[config.mk]
export PLATFORM = sky130hd
export DESIGN_NAME = fu_occupancy_ctrl
export DESIGN_NICKNAME = d
export VERILOG_FILES = /design/src/rtl/fu_ctrl_pkg.sv /design/src/rtl/fu_busy_counter.sv /design/src/rtl/fu_occupancy_ctrl.sv
export SDC_FILE = /design/constraint.sdc
export NUM_CORES = 1
export LEC_CHECK = 0
export CORE_MARGIN = 2
export CORE_UTILIZATION = 43
export CTS_CLUSTER_SIZE = 24
export DETAILED_ROUTE_END_ITERATION = 16
export HOLD_SLACK_MARGIN = 0.06
export PLACE_DENSITY = 0.77
export SLEW_MARGIN = 20
export SYNTH_ARGS = -nofsm -noshare
export SYNTH_HDL_FRONTEND = slang
export SYNTH_SLANG_ARGS = --single-unit
[constraint.sdc]
create_clock -name clk_i -period 2.37 [get_ports clk_i]
set_input_delay 0.5925 -clock clk_i [delete_from_list [all_inputs] [get_ports clk_i]]
set_output_delay 0.5925 -clock clk_i [all_outputs]
set_load 0.03 [all_outputs]
[src/rtl/fu_ctrl_pkg.sv]
// +----------------------------------------------------------------------+
// | fu_ctrl_pkg : shared types and sizing helpers for fu_occupancy_ctrl   |
// | Rev 1.0                                                               |
// +----------------------------------------------------------------------+
`default_nettype none

package fu_ctrl_pkg;

  localparam int MAX_LAT_DEF = 8;

  typedef enum logic [1:0] {
    IDLE  = 2'd0,
    BUSY  = 2'd1,
    DRAIN = 2'd2
  } mem_state_t;

  function automatic int lat_bits(input int max_lat);
    return $clog2(max_lat + 1);
  endfunction

  localparam int LAT_BITS_DEF = $clog2(MAX_LAT_DEF + 1);

endpackage

`default_nettype wire

[src/rtl/fu_busy_counter.sv]
// +----------------------------------------------------------------------+
// | fu_busy_counter : per-ALU occupancy counter with flush kill pulse     |
// | Rev 1.0                                                               |
// +----------------------------------------------------------------------+
`default_nettype none

module fu_busy_counter import fu_ctrl_pkg::*; #(
  parameter int MAX_LAT  = MAX_LAT_DEF,
  parameter int LAT_BITS = lat_bits(MAX_LAT)
) (
  input  logic                clk_i,
  input  logic                rst_ni,
  input  logic                flush_i,
  input  logic                issue_valid_i,
  input  logic [LAT_BITS-1:0] issue_lat_i,
  output logic                idle_o,
  output logic                kill_o,
  output logic                issue_err_o
);

  localparam logic [LAT_BITS-1:0] c_lat_max = LAT_BITS'(MAX_LAT);
  localparam logic [LAT_BITS-1:0] c_one     = LAT_BITS'(1);

  logic [LAT_BITS-1:0] cnt_q, cnt_d;
  logic [LAT_BITS-1:0] w_lat_eff;

  always_comb begin
    w_lat_eff = issue_lat_i;
    if (issue_lat_i == '0) begin
      w_lat_eff = c_one;
    end else if (issue_lat_i > c_lat_max) begin
      w_lat_eff = c_lat_max;
    end
  end

  assign idle_o      = (cnt_q == '0);
  assign kill_o      = flush_i && !idle_o;
  assign issue_err_o = issue_valid_i && !flush_i && !idle_o;

  // An issue to a busy unit is rejected, so it never reloads the count.
  always_comb begin
    cnt_d = cnt_q;
    if (flush_i) begin
      cnt_d = '0;
    end else if (!idle_o) begin
      cnt_d = cnt_q - c_one;
    end else if (issue_valid_i) begin
      cnt_d = w_lat_eff - c_one;
    end
  end

  always_ff @(posedge clk_i or negedge rst_ni) begin
    if (!rst_ni) begin
      cnt_q <= '0;
    end else begin
      cnt_q <= cnt_d;
    end
  end

endmodule

`default_nettype wire

[src/rtl/fu_occupancy_ctrl.sv]
// +----------------------------------------------------------------------+
// | fu_occupancy_ctrl : ALU/MEM/branch occupancy tracking and flush kill  |
// | Optional busy-cycle counters under macro FU_OCC_PERF_EN. Rev 1.0      |
// +----------------------------------------------------------------------+
`default_nettype none

module fu_occupancy_ctrl import fu_ctrl_pkg::*; #(
  parameter int  NUM_ALU    = 2,
  parameter int  NUM_MEM    = 1,
  parameter int  NUM_BRANCH = 1,
  parameter int  MAX_LAT    = MAX_LAT_DEF,
  localparam int LAT_BITS   = lat_bits(MAX_LAT)
) (
  input  logic                         clk_i,
  input  logic                         rst_ni,
  input  logic                         flush_i,
  input  logic [NUM_ALU-1:0]           alu_issue_valid_i,
  input  logic [LAT_BITS*NUM_ALU-1:0]  alu_issue_lat_i,
  input  logic [NUM_MEM-1:0]           mem_issue_valid_i,
  input  logic [NUM_MEM-1:0]           mem_resp_valid_i,
  input  logic [NUM_BRANCH-1:0]        branch_issue_valid_i,
  input  logic [NUM_BRANCH-1:0]        branch_ready_i,
  output logic [NUM_ALU-1:0]           alu_available_o,
  output logic [NUM_MEM-1:0]           mem_available_o,
  output logic [NUM_BRANCH-1:0]        branch_available_o,
  output logic [NUM_ALU-1:0]           alu_kill_o,
  output logic [NUM_MEM-1:0]           mem_wb_en_o,
`ifdef FU_OCC_PERF_EN
  output logic [32*(NUM_ALU+NUM_MEM)-1:0] busy_cycles_o,
`endif
  output logic                         issue_err_o
);

  logic [NUM_ALU-1:0] w_alu_idle;
  logic [NUM_ALU-1:0] w_alu_err;
  logic [NUM_MEM-1:0] w_mem_idle;
  logic [NUM_MEM-1:0] w_mem_err;
  logic [NUM_BRANCH-1:0] w_br_err;
  logic err_q, err_d;

  for (genvar a = 0; a < NUM_ALU; a++) begin : g_alu
    fu_busy_counter #(
      .MAX_LAT  (MAX_LAT),
      .LAT_BITS (LAT_BITS)
    ) u_cnt (
      .clk_i         (clk_i),
      .rst_ni        (rst_ni),
      .flush_i       (flush_i),
      .issue_valid_i (alu_issue_valid_i[a]),
      .issue_lat_i   (alu_issue_lat_i[a*LAT_BITS +: LAT_BITS]),
      .idle_o        (w_alu_idle[a]),
      .kill_o        (alu_kill_o[a]),
      .issue_err_o   (w_alu_err[a])
    );
    assign alu_available_o[a] = w_alu_idle[a] && !flush_i && rst_ni;
  end

  for (genvar m = 0; m < NUM_MEM; m++) begin : g_mem
    mem_state_t state_q, state_d;
    logic       w_wb;
    logic       w_err;

    // A response arriving alongside a flush retires the access but is squashed.
    always_comb begin
      state_d = state_q;
      w_wb    = 1'b0;
      w_err   = 1'b0;
      unique case (state_q)
        IDLE: begin
          if (mem_resp_valid_i[m]) w_err = 1'b1;
          if (mem_issue_valid_i[m] && !flush_i) state_d = BUSY;
        end
        BUSY: begin
          if (mem_issue_valid_i[m] && !flush_i) w_err = 1'b1;
          if (mem_resp_valid_i[m]) begin
            state_d = IDLE;
            w_wb    = !flush_i;
          end else if (flush_i) begin
            state_d = DRAIN;
          end
        end
        DRAIN: begin
          if (mem_issue_valid_i[m] && !flush_i) w_err = 1'b1;
          if (mem_resp_valid_i[m]) state_d = IDLE;
        end
        default: state_d = IDLE;
      endcase
    end

    always_ff @(posedge clk_i or negedge rst_ni) begin
      if (!rst_ni) begin
        state_q <= IDLE;
      end else begin
        state_q <= state_d;
      end
    end

    assign w_mem_idle[m]      = (state_q == IDLE);
    assign w_mem_err[m]       = w_err;
    assign mem_wb_en_o[m]     = w_wb;
    assign mem_available_o[m] = w_mem_idle[m] && !flush_i && rst_ni;
  end

  assign branch_available_o = branch_ready_i & {NUM_BRANCH{!flush_i && rst_ni}};
  assign w_br_err           = branch_issue_valid_i & ~branch_ready_i & {NUM_BRANCH{!flush_i}};

  assign err_d = err_q || (|w_alu_err) || (|w_mem_err) || (|w_br_err);

  always_ff @(posedge clk_i or negedge rst_ni) begin
    if (!rst_ni) begin
      err_q <= 1'b0;
    end else begin
      err_q <= err_d;
    end
  end

  assign issue_err_o = err_q;

`ifdef FU_OCC_PERF_EN
  logic [NUM_ALU+NUM_MEM-1:0] w_unit_busy;
  assign w_unit_busy = {~w_mem_idle, ~w_alu_idle};

  for (genvar u = 0; u < NUM_ALU + NUM_MEM; u++) begin : g_perf
    logic [31:0] cnt_q;
    always_ff @(posedge clk_i or negedge rst_ni) begin
      if (!rst_ni) begin
        cnt_q <= '0;
      end else if (w_unit_busy[u] && (cnt_q != '1)) begin
        cnt_q <= cnt_q + 32'd1;
      end
    end
    assign busy_cycles_o[u*32 +: 32] = cnt_q;
  end
`endif

endmodule

`default_nettype wire

# Word-level counts from Yosys, hierarchy flattened

Index checks and enable logic that the tools add are counted.

Register bits after elaboration: 11
Input port bits: 17
Logic and storage cells: 69

Add/sub/neg operators: 4
Reductions and logical operators: 28
Equality and inequality tests: 7
Muxes and demuxes: 20
Order comparisons: 2
Bitwise gates (word level): 4

Operators with widths:

| operator                                                               | number |
|---|---|
| 4-bit two-way mux                                                      | 10 |
| 4-bit logical NOT                                                      | 4 |
| 4-bit by 1-bit subtractor with 4-bit output (second input constant)    | 4 |
| 1-bit logical AND                                                      | 14 |
| 3-bit != test (second input constant)                                  | 3 |
| 4-bit greater-than comparator (second input constant)                  | 2 |
| 2-bit two-way mux                                                      | 4 |
| 2-bit one-hot mux with 3 select lines                                  | 1 |
| 1-bit two-way mux                                                      | 4 |
| 2-bit OR reduction                                                     | 2 |
| 1-bit bitwise AND                                                      | 3 |
| 1-bit logical NOT                                                      | 3 |
| 1-bit logical OR                                                       | 3 |
| 3-bit AND reduction                                                    | 1 |
| 2-bit by 1-bit equality test with 1-bit output (second input constant) | 1 |
| 2-bit equality test (second input constant)                            | 1 |
| 2-bit logical NOT                                                      | 1 |
| 2-bit by 1-bit != test with 1-bit output (second input constant)       | 1 |
| 2-bit != test (second input constant)                                  | 1 |
| 1-bit one-hot mux with 2 select lines                                  | 1 |
| 1-bit NOT                                                              | 1 |

# Logic depth before layout (Yosys ltp)

Gate-level depths: netlist of the first run.

Depth in word-level cells: 7
Depth in mapped cells: 7

# Modules after synthesis

Synthesis of the first run repeated with hierarchy kept, for this count alone.

Cell total of the unflattened synthesis: 86
Area, all modules: 823.3 sq um

Modules (own cells, without submodules):

| module            | cells each | times used | seq. area each (sq um) | area each (sq um) |
|---|---|---|---|---|
| fu_busy_counter   | 26         | 2          | 100.1                  | 262.8 |
| fu_occupancy_ctrl | 34         | 1          | 75.1                   | 297.8 |

# Least setup slack after synthesis of the first run

Ideal clock, no wire load.

Path kind: register -> output
From: reg g_alu[1].u_cnt.cnt_q[1]
To: out alu_available_o[1]
Setup slack: 0.329 ns
Data arrival time: 1.449 ns
Cell stages (with the launch flop): 4
Required time: 1.778 ns
Path through: dfrtp_1 or4_1 buf_2 nor2_1

Longest elaborated chain between the ends: 3

Ends and longest elaborated chain:

| item                            | line                    | source |
|---|---|---|
| start, declared                 | fu_busy_counter.sv:24   | `logic [LAT_BITS-1:0] cnt_q, cnt_d;` |
| start signal, assigned          | fu_busy_counter.sv:56   | `cnt_q <= cnt_d;` |
| 4-bit logical NOT               | fu_busy_counter.sv:36   | `assign idle_o = (cnt_q == '0);` |
| 1-bit logical AND (2 in series) | fu_occupancy_ctrl.sv:55 | `assign alu_available_o[a] = w_alu_idle[a] && !flush_i && rst_ni;` |
| end, declared                   | fu_occupancy_ctrl.sv:23 | `output logic [NUM_ALU-1:0] alu_available_o,` |

Every way passes these cells.

# Worst setup path in the final report of the first run

From: reg g_alu[0].u_cnt.cnt_q[0]
To: out alu_kill_o[0]

Longest elaborated chain between the ends: 3

Ends and longest elaborated chain:

| item                   | line                    | source |
|---|---|---|
| start, declared        | fu_busy_counter.sv:24   |  |
| start signal, assigned | fu_busy_counter.sv:56   |  |
| 4-bit logical NOT      | fu_busy_counter.sv:36   |  |
| 1-bit logical NOT      | fu_busy_counter.sv:37   | `assign kill_o = flush_i && !idle_o;` |
| 1-bit logical AND      | fu_busy_counter.sv:37   |  |
| end, declared          | fu_occupancy_ctrl.sv:26 | `output logic [NUM_ALU-1:0] alu_kill_o,` |

Every way passes these cells.

==> impl_metrics.csv, run 1 <==
group,metric,value,unit
timing,skew,7.785,ps
grt,grt_pass1_wl,2.580,mm
timing,setup_tns,0,ps
pwr,p_clk_share,14.6,%
routing,drt_wl_total,1.565,mm
synth,synth.avg_cell_area,8.933,um2
timing,maxSlewViolCount,0,
routing,drt_first_pass_iters,4,
layout,final_cell_mix,"17 x clkdlybuf4s50_1, 11 x dfrtp_1, 11 x buf_4",
setup_path,r2r_slack,580,ps
synth,yosys.area.top_type,"dfrtp_1",
grt,gr-total-overflow,0,
setup_path,required,1780,ps
layout,area_growth,39.72,%
job,cap_violations,0,
routing,viasPerCell,5.569,
place,gp_congestion,0.7748,
timing,worstMarginPinSlew,316.3,ps
routing,ant_nets,0,
routing,wl_per_cell,12.72,um
pwr,p_comb_share,51.5,%
layout,drive_gt1_share,16.82,%
synth,synth-edff-count,0,
floorplan,core_area,0.001524,mm2
pwr,intPower,0.0004986,W
timing,whs,516.9,ps
pwr,ir_worst_vdd,0.0005063,V
pwr,p_per_area,850.5,mW/mm2
layout,diodes,0,
pwr,total_leakage_power,0.4757,nW
synth,synthFlopType,"dfrtp_1",
synth,synth_area,705.7,um2
synth,synth_top_cell_area_share,39.01,%
timing,min_period,2264,ps
synth,syn_nets,101,
setup_path,cp.arrival,1670,ps
synth,yosysSeqAreaShare,39.01,%
setup_path,reg2reg_depth,6,
timing,hold_viol,0,
cts,clockRootBuffer,"clkbuf_4",
cts,cts_buffer_depth,2,
floorplan,io_pins,25,
floorplan,start_util,46.31,%
cts,clkTransAtPathRegs,70,ps
floorplan,rows,14,
setup_path,crit_chain,"or4_1 > and2_1 > buf_4",
setup_path,cp-start-kind,"flop",
grt,grt_pass1_vias,686,
place,dp_hpwl,1.283,mm
pwr,fin_total_pwr,0.0008385,W
layout,fin_area,985.9,um2
hold_path,holdCritStartpoint,"issue_err_o",
timing,period_share,95.53,%
cts,hold_buffers,0,
timing,setup_viol,0,
place,pre_cts_ws,192.1,ps
setup_path,reg2reg_from,"g_alu[1].u_cnt.cnt_q[1]",
grt,track_usage,17.57,%
timing,fin_ws,106.0,ps
setup_path,end_kind,"output port",
timing,fmax,441.7,MHz
floorplan,die-area,0.001981,mm2
setup_path,cp_max_fo,6,
synth,yosysWarnings,0,
status,status,"finished, final reports clean",
setup_path,crit_type,"flop to output port",
place,place_area,954.7,um2
synth,synth_top_cells_by_area,"dfrtp_1 39%, ha_1 8.9%, a21oi_1 6.4%, nor3_1 4.3%, nor2_1 4.3%",
layout,fin_nets,130,
layout,final_common_cell,"clkdlybuf4s50_1",
cts,cts_sinks,11,
synth,ys_ff_latch,11,
setup_path,slowest_stage,"or4_1",
floorplan,die_x,44.51,um
setup_path,max_stage_delay,600,ps
hold_path,min_path_type,"flop to flop",
routing,drt_first_iter_violations,6,
cts,clock_latency,260,ps
cts,htreeDepth,1,
routing,drc_errors,0,
hold_path,min_path_cells,2,
cts,cts-buffers-inserted,3,
timing,slew_headroom,78.84,%
synth,ys_types,32,
routing,dr_total_vias,685,
pwr,swShare,40.54,%
pwr,pwr-share-seq,33.9,%
grt,grt_start_max_net_pins,8,
timing,rsz0062_at_grt,"false",
setup_path,worstReg2RegEnd,"g_alu[1].u_cnt.cnt_q[2]",
pwr,p_switching,0.0003399,W
grt,grt_antenna_before_repair,0,
hold_path,hold_path_end,"issue_err_o",
synth,async_flop_share,100.0,%
synth,netlist_instances,79,
floorplan,dieHeight,44.51,um
cts,cts_tree,"built",
place,io_buffers,24,
## Yosys cell counts, drive strengths merged (2+ instances only)
library cell  number
dfrtp             11
a21oi              9
nor2               8
nor3               6
ha                 5
inv                5
o21ai              4
and2               3
buf                3
nor2b              3
a21o               2
o31ai              2
or4                2
## critical path: cells and delay by family (launching register included)
family | cells | cell delay (ps)
AND/OR/NAND/NOR | 2 | 800
buffers and inverters | 1 | 160
flip-flops | 1 | 440
## logic make-up (layout without fill, tap and decap cells)
family          Yosys count  after routing  share of synthesized area, %
xor+xnor                  2              2                         2.483
fa+ha+maj                 5              5                         8.865
buf+inv                   9             37                         6.027
flops                    11             11                         39.01
compound gates           23             23                         20.74
simple gates             29             29                         22.87
## metrics by stage
stage	utilization (%)	std cells
2_1_floorplan	-	79
3_3_place_gp	62.64	119
3_5_place_dp	62.64	119
4_1_cts	64.45	123
5_1_grt	64.70	123
6_report	64.70	123
## registers in the layout, indices dropped and copies added, names as in the netlist
register and cells:
g_alu.u_cnt.cnt_q 8, issue_err_o 1, g_mem.state_q 2
## power by group through the flow
stage	registers [W]	logic, W	clock network [W]
finish	0.000284	0.000432	0.000123
global route	0.000292	0.000488	0.000138
CTS	0.000282	0.000427	0.000127
detailed placement	0.000285	0.000424	0
global placement	0.000283	0.000416	0
floorplan	0.000274	0.000320	0
## repair_timing
| action | in CTS | in global routing |
|---|---|---|
| resized for setup | 0 | 1 |
| setup endpoints to repair | 0 | 1 |
| buffers inserted | 0 | 0 |
## cell type report
type	count	area, um2
multi-input combinational	59	391.6
clock inverter	1	5.005
tap	16	20.02
sequential	11	275.3
clock buffer	3	22.52
fill	143	538.0
timing repair buffer	28	252.7
inverter	5	18.77
## worst max path at each step
stage	startpoint	to	slack (ps)	cells after the start
floorplan	g_alu[1].u_cnt.cnt_q[1]	alu_available_o[1]	330	3
global placement	flush_i	alu_available_o[0]	190	5
detailed placement	flush_i	alu_available_o[0]	190	5
CTS	g_alu[1].u_cnt.cnt_q[1]	alu_kill_o[1]	60	3
global route	g_alu[0].u_cnt.cnt_q[0]	alu_kill_o[0]	40	3
finish	g_alu[0].u_cnt.cnt_q[0]	alu_kill_o[0]	110	3
## routing by layer
metal / global-route usage [%] / up-vias / routed length (um)
met4: 9.091 / 0 / 15
met2: 30.14 / 26 / 757
met3: 3.673 / 4 / 122
met1: 20.36 / 308 / 670
li1: - / 347 / -
met5: 0 / - / 0
Power figures use the tool's default switching activity.
==> inputs of run 2 (changes only) <==
--- a/config.mk
+++ b/config.mk
@@ -9,6 +9,7 @@
 export CORE_UTILIZATION = 43
 export CTS_CLUSTER_SIZE = 24
 export DETAILED_ROUTE_END_ITERATION = 16
+export GPL_TIMING_DRIVEN = 0
 export HOLD_SLACK_MARGIN = 0.06
 export PLACE_DENSITY = 0.77
 export SLEW_MARGIN = 20
==> run 2 against run 1 <==
Effect of this change: first-iteration DRC count down 67%; combinational power up 15%; largest power group unchanged; power rose by 6.4%; global-route usage grew 0.15 points; setup slack worse by 36 ps; largest cell class unchanged.
==> impl_metrics.csv, run 2 (synthesis gave the netlist of run 1 again) <==
group,metric,value,unit
routing,drt_first_iter_violations,2,
grt,grt_start_max_net_pins,14,
layout,area_growth,43.09,%
grt,gr-total-overflow,0,
cts,clock_latency,260,ps
pwr,p_clk_share,14.2,%
grt,track_usage,17.72,%
routing,wl_per_cell,12.66,um
layout,fin_area,0.001010,mm2
layout,fin_nets,133,
floorplan,dieHeight,44.51,um
layout,largest_reg_flops,8,
routing,dr_total_vias,688,
setup_path,crit_type,"flop to output port",
status,status,"finished, final reports clean",
grt,grt_pass1_vias,641,
hold_path,min_path_type,"input pin to async pin",
place,dp_hpwl,1.258,mm
layout,top_register,"g_alu.u_cnt.cnt_q",
setup_path,end_kind,"output port",
routing,drt_wl_total,1.595,mm
floorplan,start_util,46.31,%
layout,drive_gt1_share,18.18,%
routing,drc_errors,0,
cts,hold_buffers,0,
cts,cts_tree,"built",
pwr,swShare,39.54,%
timing,maxSlewViolCount,0,
timing,skew,1.950,ps
timing,whs,299.3,ps
place,gp_congestion,0.7536,
routing,viasPerCell,5.460,
timing,fmax,434.8,MHz
layout,final_common_cell,"clkdlybuf4s50_1",
timing,slew_headroom,78.98,%
pwr,total_leakage_power,0.4956,nW
cts,htreeDepth,1,
place,io_buffers,23,
timing,min_period,2300,ps
floorplan,die_x,44.51,um
pwr,p_per_area,883.6,mW/mm2
setup_path,cp_max_fo,6,
timing,setup_viol,0,
cts,cts_buffer_depth,2,
timing,worstMarginPinSlew,315.4,ps
floorplan,rows,14,
pwr,ir_worst_vdd,0.0004299,V
layout,diodes,0,
cts,cts_sinks,11,
floorplan,die-area,0.001981,mm2
setup_path,cp-start-kind,"flop",
setup_path,required,1780,ps
cts,clkTransAtPathRegs,70,ps
grt,grt_pass1_wl,2.587,mm
routing,ant_nets,0,
pwr,p_switching,0.0003528,W
timing,hold_viol,0,
floorplan,core_area,0.001524,mm2
grt,grt_antenna_before_repair,0,
job,cap_violations,0,
place,pre_cts_ws,-695.0,ps
floorplan,io_pins,25,
pwr,pwr-share-seq,30.3,%
cts,clockRootBuffer,"clkbuf_4",
pwr,intPower,0.0005394,W
timing,period_share,97.05,%
place,place_area,955.9,um2
layout,final_cell_mix,"15 x clkdlybuf4s50_1, 11 x dfrtp_1, 9 x a21oi_1",
pwr,p_comb_share,55.6,%
timing,rsz0062_at_grt,"false",
routing,drt_first_pass_iters,2,
setup_path,cp.arrival,1710,ps
timing,fin_ws,69.88,ps
cts,cts-buffers-inserted,3,
run 2: cell types whose count changed in the layout (fill, tap and decap cells not counted), moves of 2 or more:
cell             before  now
clkbuf_2              0    2
dlygate4sd2_1         0    3
clkdlybuf4s50_1      17   15
clkdlybuf4s15_2       0    2
buf_4                11    8
run 2: routing by layer:
layer | part of all wire [%] | track usage [%] | vias to the layer above
met2 | 51 | 31.30 | 19
met1 | 42 | 21.01 | 317
li1 | - | - | 348
met5 | 0 | 0 | -
met3 | 6.7 | 4.082 | 4
met4 | 0.94 | 5.455 | 0
run 2: through the flow:
stage               util (%)  total power (W)  TNS (ps)  instances
global placement       62.73        0.0007191     -2935        118
finish                 66.26        0.0008922         0        126
CTS                    67.65        0.0009261         0        127
global route           66.26        0.0009638         0        126
detailed placement     62.73        0.0007335     -2996        118
floorplan                  -        0.0005942         0         79
run 2: path summary, 6_finish.rpt:
kind	slack, ps	start	depth (start not counted)	endpoint
max	70	g_alu[1].u_cnt.cnt_q[0]	4	alu_kill_o[1]
max reg2reg	610	g_alu[1].u_cnt.cnt_q[0]	6	g_alu[1].u_cnt.cnt_q[2]
min reg2reg	480	issue_err_o	2	issue_err_o
min in group clk_i	480	issue_err_o	2	issue_err_o
min	300	rst_ni	1	g_alu[1].u_cnt.cnt_q[0]
max in group asynchronous	1840	rst_ni	1	g_alu[1].u_cnt.cnt_q[1]
run 2: critical path, stage by stage (launching register included):
cell	delay [ps]
dfrtp_1	390
or4_4	560
and2_2	210
buf_4	120
buf_4	160
run 2: what timing repair did:
action / 4_1_cts / 5_1_grt
setup endpoints to repair: 7 / 4
resized for setup: 24 / 4
setup buffers: 5 / 0
pin swaps: 1 / 0
run 2: layout make-up:
class	count	area, um2
Sequential cell	11	275.3
Tap cell	16	20.02
Buffer	3	20.02
Timing Repair Buffer	28	254.0
Clock buffer	4	26.28
Inverter	5	18.77
Fill cell	140	514.2
Multi-Input combinational cell	59	395.4
run 2: power by group through the flow:
stage | combinational (W) | sequential, W | clock (W)
after floorplan | 0.000320 | 0.000274 | 0
after global placement | 0.000435 | 0.000284 | 0
after detailed placement | 0.000446 | 0.000287 | 0
after CTS | 0.000527 | 0.000270 | 0.000129
after global routing | 0.000547 | 0.000277 | 0.000140
final | 0.000496 | 0.000270 | 0.000126
